File: src/rtl/adder_arbiter.sv
// Three-requester round-robin front end for a shared 4-phase adder.
// Every output is registered, and ADD_REQ is held low for at least two cycles between operations.
module adder_arbiter #(
  parameter int W   = 9,
  parameter int TMO = 15
) (
  input  logic           CLK,
  input  logic           RST,
  input  logic [2:0]     REQ,
  input  logic [3*W-1:0] A_IN,
  input  logic [3*W-1:0] B_IN,
  output logic [2:0]     ACK,
  output logic [W-1:0]   Z_OUT,
  output logic           COUT_OUT,
  output logic           ERR,
  output logic           BUSY,
  output logic [W-1:0]   ADD_A,
  output logic [W-1:0]   ADD_B,
  output logic           ADD_REQ,
  input  logic [W-1:0]   ADD_Z,
  input  logic           ADD_COUT,
  input  logic           ADD_ACK
);

  // state   | meaning
  // IDLE    | wait for an eligible requester
  // ISSUE   | ADD_REQ high, wait for ADD_ACK or timeout
  // RELEASE | ADD_REQ low, adder returns to its compute state
  // GAP     | one more low cycle before the next issue
  localparam logic [1:0] S_IDLE    = 2'd0;
  localparam logic [1:0] S_ISSUE   = 2'd1;
  localparam logic [1:0] S_RELEASE = 2'd2;
  localparam logic [1:0] S_GAP     = 2'd3;

  localparam int CW = $clog2(TMO + 1);

  logic [1:0]   state_q, state_d;
  logic [1:0]   ptr_q, ptr_d;
  logic [1:0]   gnt_q, gnt_d;
  logic [2:0]   wl_q, wl_d;
  logic [CW-1:0] tmo_q, tmo_d;
  logic [2:0]   ack_q, ack_d;
  logic         err_q, err_d;
  logic         add_req_q, add_req_d;
  logic [W-1:0] add_a_q, add_a_d;
  logic [W-1:0] add_b_q, add_b_d;
  logic [W-1:0] z_q, z_d;
  logic         cout_q, cout_d;
  logic         busy_q, busy_d;

  logic [2:0]   elig;
  logic         found;
  logic [1:0]   pick;
  logic [2:0]   set_wl;

  assign elig = REQ & ~wl_q;

  // Round-robin search starting at ptr_q.
  always_comb begin
    found = 1'b0;
    pick  = 2'd0;
    for (int k = 0; k < 3; k++) begin
      int idx;
      idx = int'(ptr_q) + k;
      if (idx >= 3) idx = idx - 3;
      if (!found && elig[idx]) begin
        found = 1'b1;
        pick  = idx[1:0];
      end
    end
  end

  always_comb begin
    state_d   = state_q;
    ptr_d     = ptr_q;
    gnt_d     = gnt_q;
    tmo_d     = tmo_q;
    ack_d     = 3'b000;
    err_d     = 1'b0;
    add_req_d = add_req_q;
    add_a_d   = add_a_q;
    add_b_d   = add_b_q;
    z_d       = z_q;
    cout_d    = cout_q;
    set_wl    = 3'b000;
    case (state_q)
      S_IDLE: begin
        if (found) begin
          gnt_d     = pick;
          ptr_d     = (pick == 2'd2) ? 2'd0 : pick + 2'd1;
          add_a_d   = A_IN[int'(pick)*W +: W];
          add_b_d   = B_IN[int'(pick)*W +: W];
          add_req_d = 1'b1;
          tmo_d     = CW'(TMO - 1);
          state_d   = S_ISSUE;
        end
      end
      S_ISSUE: begin
        if (ADD_ACK || tmo_q == '0) begin
          if (ADD_ACK) begin
            z_d    = ADD_Z;
            cout_d = ADD_COUT;
          end else begin
            z_d    = '0;
            cout_d = 1'b0;
            err_d  = 1'b1;
          end
          ack_d     = 3'b001 << gnt_q;
          set_wl    = 3'b001 << gnt_q;
          add_req_d = 1'b0;
          state_d   = S_RELEASE;
        end else begin
          tmo_d = tmo_q - CW'(1);
        end
      end
      S_RELEASE: state_d = S_GAP;
      default:   state_d = S_IDLE;
    endcase
    // A fresh completion wins over the low-REQ clear in the same cycle.
    wl_d   = set_wl | (wl_q & REQ);
    busy_d = (state_d != S_IDLE);
  end

  always_ff @(posedge CLK) begin
    if (RST) begin
      state_q   <= S_RELEASE;
      ptr_q     <= 2'd0;
      gnt_q     <= 2'd0;
      wl_q      <= 3'b000;
      tmo_q     <= '0;
      ack_q     <= 3'b000;
      err_q     <= 1'b0;
      add_req_q <= 1'b0;
      add_a_q   <= '0;
      add_b_q   <= '0;
      z_q       <= '0;
      cout_q    <= 1'b0;
      busy_q    <= 1'b1;
    end else begin
      state_q   <= state_d;
      ptr_q     <= ptr_d;
      gnt_q     <= gnt_d;
      wl_q      <= wl_d;
      tmo_q     <= tmo_d;
      ack_q     <= ack_d;
      err_q     <= err_d;
      add_req_q <= add_req_d;
      add_a_q   <= add_a_d;
      add_b_q   <= add_b_d;
      z_q       <= z_d;
      cout_q    <= cout_d;
      busy_q    <= busy_d;
    end
  end

  assign ACK      = ack_q;
  assign ERR      = err_q;
  assign ADD_REQ  = add_req_q;
  assign ADD_A    = add_a_q;
  assign ADD_B    = add_b_q;
  assign Z_OUT    = z_q;
  assign COUT_OUT = cout_q;
  assign BUSY     = busy_q;

endmodule

File: config.mk
export PLATFORM = sky130hd
export DESIGN_NAME = adder_arbiter
export DESIGN_NICKNAME = d
export VERILOG_FILES = /design/src/rtl/adder_arbiter.sv
export SDC_FILE = /design/constraint.sdc
export NUM_CORES = 1
export LEC_CHECK = 0
export CAP_MARGIN = 0
export CORE_ASPECT_RATIO = 1.25
export CORE_MARGIN = 4
export CORE_UTILIZATION = 42
export DETAILED_ROUTE_END_ITERATION = 8
export HOLD_SLACK_MARGIN = 0.06
export PLACE_DENSITY = 0.79
export SYNTH_ARGS = -nofsm -noshare
export SYNTH_HDL_FRONTEND = slang
export SYNTH_SLANG_ARGS = --single-unit
File: constraint.sdc
create_clock -name CLK -period 3.2 [get_ports CLK]
set_clock_uncertainty 0.2 [all_clocks]
set_input_delay 0.32 -clock CLK [delete_from_list [all_inputs] [get_ports CLK]]
set_output_delay 0.32 -clock CLK [all_outputs]
set_load 0.005 [all_outputs]
==> impl_metrics.ini <==
[outcome]
outcome = finished, final reports clean

[critical_path]
worstPathRequired_ns = 3.21
path_class = register to register
cp_slowest_cell = ha_1
critPathMaxFanout = 18
ff2ff_setup_slack_ns = 0.37
max_stage_delay_ns = 0.43
path_delay_family = adder cells
end_kind = register
cp-start-kind = register
arrival_ns = 2.85
crit_buf_inv = 1
worstRegToRegCells = 8
crit_chain = inv_1 -> ha_1 -> maj3_2 -> a31oi_2 -> o211ai_2 -> nor2_2 -> nand3_2 -> o221ai_1
crit_cells = 8

[logic_synthesis]
synth_top_family_by_area = compound AO/OA/AOI/OAI gates
yosys_register_bits = 47
ys_types = 50
synth_fa_ha_area_share_pct = 3.042
synth-simple-area-share_pct = 16.01
synth_edf_count = 0
syn-num-nets = 316
synth-seq-area-share_pct = 40.13
netlist_instances = 242
synthXorXnorAreaFrac_pct = 0.7471
avgSynthCellArea_um2 = 9.689
yosys_warnings = 0
synth_mux_area_share_pct = 8.538
syn-cell-area_um2 = 2345
ys_async_sr_fraction_pct = 0
synth_top_flop_cell = dfxtp_1
synth-compound-area-share_pct = 21.82

[clock_network]
cts_resized = 0
root_buffer = clkbuf_8
clk_pin_slew_worst_paths_ns = 0.09
cts_max_level = 2
cts_setup_buffers = 0
clock-sinks = 47
cts_tree = built
cts_hold_buf = 0
cts_made_buffers = 5
cts.path.max_buffers = 2
clk_latency_ns = 0.30

[routing]
wirelength_um = 5741
vias_per_cell = 5.280
drt_first_pass_iters = 4
wl_per_cell_um = 14.25
drc = 0
drt_iter0_markers = 62
vias = 2128
ant_nets = 0

[floorplanning]
die_h_um = 91.54
placeableCoreArea_um2 = 5405
fp-row-count = 30
io_pins = 104
initial_utilization_pct = 43.38
die_x_um = 74.83
die_area_um2 = 6850

[power_and_ir_drop]
p_leak_nw = 1.395
peakVddDrop_mv = 0.1908
power_density_nw_per_um2 = 378.6

[placed_design]
gp_congestion = 0.7466
portBuffers = 103
placed_cell_area_um2 = 3352
dp_hpwl_um = 4465

[timing]
setup_tns_ns = 0
period_share_pct = 88.55
max-slew-margin-rel_pct = 64.07
setup_violations = 0
period_needed_ns = 2.834
whs_ns = 0.2674
hold_viol = 0
worst_pin_slew_ns = 0.5374
drv_slew = 0
rsz0062_at_grt = no
fmax_ghz = 0.3529

[cells_and_area]
layout-drive-gt1-share_pct = 9.735
areaGrowthSynthToFinish_pct = 46.48
final_cell_mix = clkdlybuf4s50_1 (103), dfxtp_1 (47), nand2_1 (24)
fin_area_um2 = 3435
diodes = 0
final_common_cell = clkdlybuf4s50_1
finalNetCount = 413

[min_path]
worst_hold_path_type = register to register
hold_depth = 2

[grt]
grt_overflow = 0
grt_usage_pct = 16.67
grt_max_degree = 21
grt_pass1_vias = 2030
grt_pass1_wl_um = 8983
antenna_found_initial = 0

[flow_run]
cap_violations = 0
-- worst min-delay path: stages, from the launching register on --
cell      delay, ns
dfxtp_1        0.33
nand2_1        0.05
o221ai_1       0.05
-- Yosys cell counts (2+ instances only) --
library cell	n	area, um2
inv_1	23	86.33
a22o_1	10	87.58
nor3b_1	2	15.01
a21oi_1	12	60.06
nor2_1	9	33.78
buf_2	4	20.02
clkbuf_1	6	22.52
nor4b_1	2	17.52
nand2b_1	4	25.02
nor3_1	4	20.02
nand3_1	3	15.01
dfxtp_1	47	940.9
o221ai_1	7	61.31
buf_6	7	78.83
a31oi_1	2	12.51
nor2_2	2	12.51
ha_1	4	50.05
o21ai_0	4	20.02
nand2_1	24	90.09
o221ai_2	11	165.2
nand4b_1	3	26.28
xor2_1	2	17.52
nor2b_1	3	18.77
mux2i_1	20	200.2
a22oi_1	2	15.01
-- worst paths after layout --
kind                              start                    end
setup / recovery  ptr_q[0]$_SDFFE_PP0P_  ADD_B[0]$_SDFFE_PP0P_
hold / removal    ADD_A[6]$_SDFFE_PP0P_  ADD_A[6]$_SDFFE_PP0P_
setup reg to reg  ptr_q[0]$_SDFFE_PP0P_  ADD_B[0]$_SDFFE_PP0P_
hold reg to reg   ADD_A[6]$_SDFFE_PP0P_  ADD_A[6]$_SDFFE_PP0P_
-- layout make-up --
type / count / area, um2
fillers: 475 / 1971
multi-input cells: 154 / 1176
repair buffers: 108 / 1069
flip-flops and latches: 47 / 940.9
inverters: 23 / 86.33
well taps: 64 / 80.08
clock buffers: 5 / 68.82
clock inverters: 2 / 13.76
-- cell families after synthesis --
group / count (synthesis)
simple gates: 68
xor+xnor: 2
flops: 47
compound gates: 58
fa+ha+maj: 6
mux: 20
buf+inv: 41
-- state kept, by name (all words and copies together), names as in the netlist, 2 cells and up --
| name | count |
|---|---|
| wl_q | 3 |
| state_q | 2 |
| ACK | 3 |
| tmo_q | 4 |
| ptr_q | 2 |
| ADD_A | 9 |
| ADD_B | 9 |
| gnt_q | 2 |
| Z_OUT | 9 |
-- per-stage QoR --
step	total power, mW	setup WS [ns]	util (%)	instances
2_1_floorplan	0.8185	0.9128	-	242
3_3_place_gp	0.9606	0.4727	62.01	396
3_5_place_dp	0.9671	0.3670	62.01	396
4_1_cts	1.315	0.3497	63.54	403
5_1_grt	1.370	0.1462	63.54	403
6_report	1.300	0.3665	63.54	403
-- per-layer routing --
layer / up-vias / part of all wire (%) / global-route usage (%)
met5: - / 0 / 0
li1: 1048 / - / -
met3: 7 / 9.5 / 7.087
met2: 85 / 51 / 28.78
met1: 988 / 38 / 18.15
met4: 0 / 0.99 / 4.451
-- report_power, final --
group,total [mW],switching [mW],internal (mW)
Combinational,0.312,0.128,0.184
Clock,0.349,0.199,0.150
Sequential,0.640,0.0234,0.616
Total,1.30,0.351,0.950
Note: power is estimated with default switching activity, not from simulation.
